### src/rtl/pipeline_hazard_ctrl_if.sv
// Pipeline hazard controller bus: hazard sources in, per-latch controls and counters out.
interface pipeline_hazard_ctrl_if #(
   parameter int unsigned CNT_W = 16
);
   localparam int unsigned REG_W = 5;

   // hazard sources
   logic             ihit;
   logic             dhit;
   logic [REG_W-1:0] ifid_rs;
   logic [REG_W-1:0] ifid_rt;
   logic             ifid_uses_rt;
   logic             idex_dREN;
   logic [REG_W-1:0] idex_RW;
   logic             exmem_dREN;
   logic             exmem_dWEN;
   logic             ex_redirect;
   logic             memwb_halt;

   // pipeline controls
   logic             pc_en;
   logic             ifid_stall;
   logic             ifid_flush;
   logic             idex_stall;
   logic             idex_flush;
   logic             exmem_stall;
   logic             exmem_flush;
   logic             memwb_stall;
   logic             memwb_flush;
   logic             halted;
   logic [CNT_W-1:0] stall_cnt;
   logic [CNT_W-1:0] flush_cnt;

   modport master (
      output ihit, dhit, ifid_rs, ifid_rt, ifid_uses_rt, idex_dREN, idex_RW,
             exmem_dREN, exmem_dWEN, ex_redirect, memwb_halt,
      input  pc_en, ifid_stall, ifid_flush, idex_stall, idex_flush,
             exmem_stall, exmem_flush, memwb_stall, memwb_flush,
             halted, stall_cnt, flush_cnt
   );

   modport slave (
      input  ihit, dhit, ifid_rs, ifid_rt, ifid_uses_rt, idex_dREN, idex_RW,
             exmem_dREN, exmem_dWEN, ex_redirect, memwb_halt,
      output pc_en, ifid_stall, ifid_flush, idex_stall, idex_flush,
             exmem_stall, exmem_flush, memwb_stall, memwb_flush,
             halted, stall_cnt, flush_cnt
   );
endinterface

### src/rtl/pipeline_hazard_ctrl.sv
// Five-stage pipeline sequencer: per-latch stall/flush, PC enable, halt drain,
// and saturating stall/flush event counters.
module pipeline_hazard_ctrl #(
   parameter int unsigned CNT_W = 16
) (
   input logic                    CLK,
   input logic                    nRST,
   pipeline_hazard_ctrl_if.slave  bus
);
   typedef enum logic [1:0] {
      RUN    = 2'd0,
      DWAIT  = 2'd1,
      HALTED = 2'd2
   } state_t;

   localparam logic [CNT_W-1:0] CNT_MAX = {CNT_W{1'b1}};

   state_t           state;
   logic [CNT_W-1:0] stall_cnt_q;
   logic [CNT_W-1:0] flush_cnt_q;

   logic dwait;
   logic lu;
   logic pc_en_c;
   logic ifid_stall_c, ifid_flush_c;
   logic idex_stall_c, idex_flush_c;
   logic exmem_stall_c, exmem_flush_c;
   logic memwb_stall_c, memwb_flush_c;
   logic redirect_accept_c;
   logic stall_event_c;

   // Hazard conditions: outstanding data access and load-use dependency
   always_comb begin
      dwait = (bus.exmem_dREN | bus.exmem_dWEN) & ~bus.dhit;
      lu    = bus.idex_dREN & (bus.idex_RW != '0) &
              ((bus.idex_RW == bus.ifid_rs) |
               (bus.ifid_uses_rt & (bus.idex_RW == bus.ifid_rt)));
   end

   // Priority-ordered latch controls; DWAIT with dhit=1 evaluates like RUN
   always_comb begin
      pc_en_c           = 1'b0;
      ifid_stall_c      = 1'b0;
      ifid_flush_c      = 1'b0;
      idex_stall_c      = 1'b0;
      idex_flush_c      = 1'b0;
      exmem_stall_c     = 1'b0;
      exmem_flush_c     = 1'b0;
      memwb_stall_c     = 1'b0;
      memwb_flush_c     = 1'b0;
      redirect_accept_c = 1'b0;

      if (state == HALTED || bus.memwb_halt) begin
         ifid_stall_c  = 1'b1;
         idex_stall_c  = 1'b1;
         exmem_stall_c = 1'b1;
         memwb_stall_c = 1'b1;
      end else if (dwait) begin
         // branch in EX stays put and is re-evaluated after the wait
         ifid_stall_c  = 1'b1;
         idex_stall_c  = 1'b1;
         exmem_stall_c = 1'b1;
         memwb_flush_c = 1'b1;
      end else if (bus.ex_redirect) begin
         ifid_flush_c      = 1'b1;
         idex_flush_c      = 1'b1;
         pc_en_c           = 1'b1;
         redirect_accept_c = 1'b1;
      end else if (lu || !bus.ihit) begin
         ifid_stall_c = 1'b1;
         idex_flush_c = 1'b1;
      end else begin
         pc_en_c = 1'b1;
      end

      stall_event_c = ~pc_en_c & (state != HALTED);
   end

   // State and saturating event counters
   always_ff @(posedge CLK or negedge nRST) begin
      if (!nRST) begin
         state       <= RUN;
         stall_cnt_q <= '0;
         flush_cnt_q <= '0;
      end else begin
         if (state == HALTED || bus.memwb_halt) begin
            state <= HALTED;
         end else if (dwait) begin
            state <= DWAIT;
         end else begin
            state <= RUN;
         end

         if (stall_event_c && (stall_cnt_q != CNT_MAX)) begin
            stall_cnt_q <= stall_cnt_q + CNT_W'(1);
         end
         if (redirect_accept_c && (flush_cnt_q != CNT_MAX)) begin
            flush_cnt_q <= flush_cnt_q + CNT_W'(1);
         end
      end
   end

   // Drive the bus
   assign bus.pc_en       = pc_en_c;
   assign bus.ifid_stall  = ifid_stall_c;
   assign bus.ifid_flush  = ifid_flush_c;
   assign bus.idex_stall  = idex_stall_c;
   assign bus.idex_flush  = idex_flush_c;
   assign bus.exmem_stall = exmem_stall_c;
   assign bus.exmem_flush = exmem_flush_c;
   assign bus.memwb_stall = memwb_stall_c;
   assign bus.memwb_flush = memwb_flush_c;
   assign bus.halted      = (state == HALTED);
   assign bus.stall_cnt   = stall_cnt_q;
   assign bus.flush_cnt   = flush_cnt_q;
endmodule
### src/flat_wrapper.sv
// flat-port wrapper written by rule: the top's interface ports become plain ports
module pipeline_hazard_ctrl_flat 
#(
   parameter int unsigned CNT_W = 16
)
  (CLK, nRST, bus_ihit, bus_dhit, bus_ifid_rs, bus_ifid_rt, bus_ifid_uses_rt, bus_idex_dREN, bus_idex_RW, bus_exmem_dREN, bus_exmem_dWEN, bus_ex_redirect, bus_memwb_halt, bus_pc_en, bus_ifid_stall, bus_ifid_flush, bus_idex_stall, bus_idex_flush, bus_exmem_stall, bus_exmem_flush, bus_memwb_stall, bus_memwb_flush, bus_halted, bus_stall_cnt, bus_flush_cnt);
  pipeline_hazard_ctrl_if #(.CNT_W(CNT_W)) bus_i ();
  input logic CLK;
  input logic nRST;
  input wire logic [$bits(bus_i.ihit)-1:0] bus_ihit;
  input wire logic [$bits(bus_i.dhit)-1:0] bus_dhit;
  input wire logic [$bits(bus_i.ifid_rs)-1:0] bus_ifid_rs;
  input wire logic [$bits(bus_i.ifid_rt)-1:0] bus_ifid_rt;
  input wire logic [$bits(bus_i.ifid_uses_rt)-1:0] bus_ifid_uses_rt;
  input wire logic [$bits(bus_i.idex_dREN)-1:0] bus_idex_dREN;
  input wire logic [$bits(bus_i.idex_RW)-1:0] bus_idex_RW;
  input wire logic [$bits(bus_i.exmem_dREN)-1:0] bus_exmem_dREN;
  input wire logic [$bits(bus_i.exmem_dWEN)-1:0] bus_exmem_dWEN;
  input wire logic [$bits(bus_i.ex_redirect)-1:0] bus_ex_redirect;
  input wire logic [$bits(bus_i.memwb_halt)-1:0] bus_memwb_halt;
  output wire logic [$bits(bus_i.pc_en)-1:0] bus_pc_en;
  output wire logic [$bits(bus_i.ifid_stall)-1:0] bus_ifid_stall;
  output wire logic [$bits(bus_i.ifid_flush)-1:0] bus_ifid_flush;
  output wire logic [$bits(bus_i.idex_stall)-1:0] bus_idex_stall;
  output wire logic [$bits(bus_i.idex_flush)-1:0] bus_idex_flush;
  output wire logic [$bits(bus_i.exmem_stall)-1:0] bus_exmem_stall;
  output wire logic [$bits(bus_i.exmem_flush)-1:0] bus_exmem_flush;
  output wire logic [$bits(bus_i.memwb_stall)-1:0] bus_memwb_stall;
  output wire logic [$bits(bus_i.memwb_flush)-1:0] bus_memwb_flush;
  output wire logic [$bits(bus_i.halted)-1:0] bus_halted;
  output wire logic [$bits(bus_i.stall_cnt)-1:0] bus_stall_cnt;
  output wire logic [$bits(bus_i.flush_cnt)-1:0] bus_flush_cnt;
  assign bus_i.ihit = bus_ihit;
  assign bus_i.dhit = bus_dhit;
  assign bus_i.ifid_rs = bus_ifid_rs;
  assign bus_i.ifid_rt = bus_ifid_rt;
  assign bus_i.ifid_uses_rt = bus_ifid_uses_rt;
  assign bus_i.idex_dREN = bus_idex_dREN;
  assign bus_i.idex_RW = bus_idex_RW;
  assign bus_i.exmem_dREN = bus_exmem_dREN;
  assign bus_i.exmem_dWEN = bus_exmem_dWEN;
  assign bus_i.ex_redirect = bus_ex_redirect;
  assign bus_i.memwb_halt = bus_memwb_halt;
  assign bus_pc_en = bus_i.pc_en;
  assign bus_ifid_stall = bus_i.ifid_stall;
  assign bus_ifid_flush = bus_i.ifid_flush;
  assign bus_idex_stall = bus_i.idex_stall;
  assign bus_idex_flush = bus_i.idex_flush;
  assign bus_exmem_stall = bus_i.exmem_stall;
  assign bus_exmem_flush = bus_i.exmem_flush;
  assign bus_memwb_stall = bus_i.memwb_stall;
  assign bus_memwb_flush = bus_i.memwb_flush;
  assign bus_halted = bus_i.halted;
  assign bus_stall_cnt = bus_i.stall_cnt;
  assign bus_flush_cnt = bus_i.flush_cnt;
  pipeline_hazard_ctrl #(.CNT_W(CNT_W)) u_core (.CLK(CLK), .nRST(nRST), .bus(bus_i));
endmodule
### config.mk
export PLATFORM = sky130hd
export DESIGN_NAME = pipeline_hazard_ctrl_flat
export DESIGN_NICKNAME = d
export VERILOG_FILES = /design/src/rtl/pipeline_hazard_ctrl_if.sv /design/src/rtl/pipeline_hazard_ctrl.sv /design/src/flat_wrapper.sv
export SDC_FILE = /design/constraint.sdc
export NUM_CORES = 1
export LEC_CHECK = 0
export ABC_CLOCK_PERIOD_IN_PS = 3310
export BUFFER_PORTS_ARGS = -buffer_cell sky130_fd_sc_hd__buf_4
export CORE_ASPECT_RATIO = 0.7
export CORE_MARGIN = 5
export CORE_UTILIZATION = 45
export CTS_CLUSTER_DIAMETER = 40
export DETAILED_ROUTE_END_ITERATION = 16
export GPL_ROUTABILITY_DRIVEN = 0
export MAX_ROUTING_LAYER = met4
export PLACE_DENSITY = 0.84
export SLEW_MARGIN = 10
export SYNTH_ARGS = -nofsm -noshare
export SYNTH_HDL_FRONTEND = slang
export SYNTH_SLANG_ARGS = --single-unit
### constraint.sdc
create_clock -name CLK -period 3.31 [get_ports CLK]
set_input_delay 0.662 -clock CLK [delete_from_list [all_inputs] [get_ports CLK]]
set_output_delay 0.662 -clock CLK [all_outputs]
set_load 0.1 [all_outputs]
==> run_results.csv <==
group,metric,value,unit
timing,min_period,3090,ps
setup_path,cp_max_fo,6,
setup_path,critPathKind,"primary input to primary output",
route,vias,1498,
setup_path,r2r_end,"u_core.bus.stall_cnt[13]$_DFFE_PN0P_",
cts,cts_sinks,34,
route,firstDrtPassIters,5,
finish,layout-drive-gt1-share,36.5,%
cts,cts_resized,0,
finish,diodes,0,
cts,cts-root-buf,"clkbuf_8",
setup_path,crit_required,2650,ps
timing,slew_headroom,65.1,%
route,drc_errors,0,
cts,cts_buffers,5,
setup_path,cp.depth,7,
finish,finalInstanceArea,0.00243,mm²
cts,cts_tree,"yes",
global_route,grt-ovfl-total,0,
timing,finalHoldViolations,0,
finish,area_growth,36.8,%
global_route,busiest_layer,"met2",
timing,finalSetupViolations,0,
placement,place_ws,229,ps
global_route,grt_max_degree,35,
setup_path,cp_top_family,"compound AO/OA/AOI/OAI gates",
global_route,met2_usage,24.8,%
setup_path,crit_path_end,"bus_ifid_stall",
setup_path,cp_data_arrival_time,2430,ps
route,totalWireLength,4100,µm
route,ant_nets,0,
synthesis,synth.cell_area,0.00178,mm²
timing,holdWs,312,ps
synthesis,yosys_warnings,0,
cts,htree_levels,2,
floorplanning,ioPinCount,67,
floorplanning,fp.dieH,62.6,µm
route,drt_iter0_markers,73,
setup_path,ff2ff_path_depth,7,
job,cap_viol_max_count,0,
synthesis,synth_seq_area_share,47.8,%
cts,postCtsHoldBufs,0,
setup_path,crit_path_start,"bus_idex_RW[0]",
outcome,outcome,"complete, no violations",
synthesis,synth_nets,198,
timing,setup_ws,221,ps
route,vias_per_cell,5.11,
timing,rsz0062_at_grt,"no",
setup_path,cpPeakStageDelay,500,ps
setup_path,path_buf_inv,3,
timing,tightest_slew,524,ps
pwr,leakage,0.00109,µW
route,wire_per_inst,14.0,µm
pwr,ir_drop,0.174,mV
pwr,p_per_area,325,mW/mm²
global_route,grt_pass1_wl,6800,µm
setup_path,crit_chain,"buf_4, or4_1, o21ai_0, nor2_1, a21oi_2, clkinvlp_4, buf_4",
setup_path,regToRegStartpoint,"u_core.state[0]$_DFF_PN0_",
synthesis,synthCells,171,
timing,finalCritPeriodShare,93.3,%
global_route,grt_usage,16.6,%
floorplanning,fp.dieW,85.2,µm
timing,skew,7.75,ps
setup_path,cpMostUsedCell,"buf_4",
placement,port_buffers,65,
placement,dp_hpwl,3290,µm
synthesis,synth.distinct_cells,35,
cts,cts_setup_buffers,0,
placement,post_dp_cell_area,0.00234,mm²
cts,clkTransAtPathRegs,70,ps
synthesis,ys_ff_latch,34,
cts,cts_buffer_depth,2,
setup_path,crit_slowest_cell,"or4_1",
finish,final_util,62.8,%
timing,tns,0,ps
timing,fmax,0.324,GHz
synthesis,syn_area_per_cell,10.4,µm²
timing,slew_viol_final,0,
floorplanning,row_count,19,
global_route,grt_pass1_vias,1414,
global_route,met3_usage,3.82,%
hold_path,min_path_type,"primary input to asynchronous set/reset pin",
finish,layout.nets,267,
cts,clock_latency,280,ps
setup_path,cp-start-kind,"primary input",
floorplanning,coreArea,0.00387,mm²
setup_path,rrSetupSlack,1080,ps
global_route,grt_use_met1,22.2,%
global_route,antenna_found_initial,0,
floorplanning,initial_core_util,45.9,%
setup_path,crit_path_end_kind,"primary output",
floorplanning,die-area,0.00533,mm²
## area by class of cell
type	instances	area, µm²
Sequential cell	34	851
Timing Repair Buffer	66	495
Clock buffer	6	82.6
Inverter	6	26.3
Fill cell	352	1440
Multi-Input combinational cell	127	902
Tap cell	52	65.1
Clock inverter	2	12.5
## state kept, by name, summed over array words and instances (netlist names)
register	flops
u_core.bus.flush_cnt	16
u_core.bus.stall_cnt	16
u_core.state	2
## power breakdown
part / total, µW / internal (µW) / leakage (µW) / switching, µW
Clock: 318 / 167 / 0.0000472 / 151
Combinational: 57.5 / 28.7 / 0.000629 / 28.8
Sequential: 415 / 415 / 0.000412 / 0
## cells in the final DEF, fill, tap and decap left out
master,count
inv_1,5
buf_4,66
conb_1,1
nor3_1,5
o21ai_2,1
ha_1,2
or4b_2,2
nand4_2,1
nor2_2,1
nor2_4,1
nand3_4,1
clkinvlp_4,2
and4_1,1
or4_4,1
clkinv_2,1
o21ai_0,1
o22ai_1,1
o21bai_1,2
dfrtp_1,34
nor4b_1,3
or4_1,2
clkbuf_8,6
xnor2_1,21
xor2_1,19
o21a_1,1
or3_4,1
nor3b_1,2
nor4_1,4
and3_1,1
or3_1,2
nand2b_1,2
nand3_1,5
nor2_1,10
nand4_1,10
nand2_1,19
nand2_4,1
mux2_4,1
a21oi_2,1
a31oi_2,1
## cells in the mapped netlist
library cell | number | area [µm²]
nand4_1 | 10 | 62.6
xnor2_1 | 21 | 184
o21ai_0 | 1 | 5.00
nand2b_1 | 2 | 12.5
nand2_1 | 19 | 71.3
and4_1 | 1 | 8.76
a31oi_1 | 1 | 6.26
inv_1 | 6 | 22.5
clkbuf_1 | 1 | 3.75
nand2_4 | 1 | 11.3
ha_1 | 2 | 25.0
conb_1 | 1 | 3.75
dfrtp_1 | 34 | 851
o21a_1 | 1 | 7.51
or4b_2 | 2 | 20.0
xor2_1 | 19 | 166
nor4b_1 | 3 | 26.3
nor4_1 | 4 | 25.0
a21oi_2 | 1 | 8.76
or4_4 | 1 | 11.3
nand4_2 | 1 | 12.5
mux2_4 | 1 | 15.0
nor2_1 | 11 | 41.3
o21bai_1 | 2 | 15.0
or3_4 | 1 | 11.3
nor2_4 | 1 | 11.3
nand3_1 | 6 | 30.0
or3_1 | 2 | 12.5
buf_4 | 3 | 22.5
or4_1 | 2 | 15.0
o22ai_1 | 1 | 6.26
nor3b_1 | 2 | 15.0
and3_1 | 1 | 6.26
o21ai_2 | 1 | 8.76
nor3_1 | 5 | 25.0
## cell families after synthesis
| kind of cell | synth area share [%] |
|---|---|
| DFF | 47.8 |
| adders and majority gates | 1.41 |
| xor gates and xnor gates | 19.7 |
| muxes | 0.843 |
| other | 0.211 |
| AOI/OAI and AO/OA | 3.23 |
| buffers and inverters | 2.74 |
| and+or+nand+nor | 24.1 |
## how the worst min path moves through the flow
stage	to	slack, ps	start
finish	u_core.bus.stall_cnt[15]$_DFFE_PN0P_	310	nRST
global route	u_core.bus.stall_cnt[11]$_DFFE_PN0P_	340	nRST
CTS	u_core.bus.flush_cnt[10]$_DFFE_PN0P_	330	nRST
detailed placement	u_core.bus.flush_cnt[15]$_DFFE_PN0P_	480	u_core.bus.flush_cnt[15]$_DFFE_PN0P_
global placement	u_core.bus.flush_cnt[15]$_DFFE_PN0P_	490	u_core.bus.flush_cnt[15]$_DFFE_PN0P_
floorplan	u_core.bus.flush_cnt[0]$_DFFE_PN0P_	370	nRST
## per-stage QoR
stage,instances,total power [µW]
after global placement,285,480
after detailed placement,285,482
after CTS,293,801
after global routing,293,829
after floorplan,171,446
final,293,791
## routing by layer
layer | wire length, µm | vias to the layer above | part of all wire [%]
li1 | - | 723 | -
met1 | 1810 | 726 | 44
met2 | 1980 | 44 | 48
met3 | 250 | 5 | 6.1
met4 | 56 | 0 | 1.4
met5 | 0 | - | 0
No activity file was read; power rests on OpenSTA's default activity.
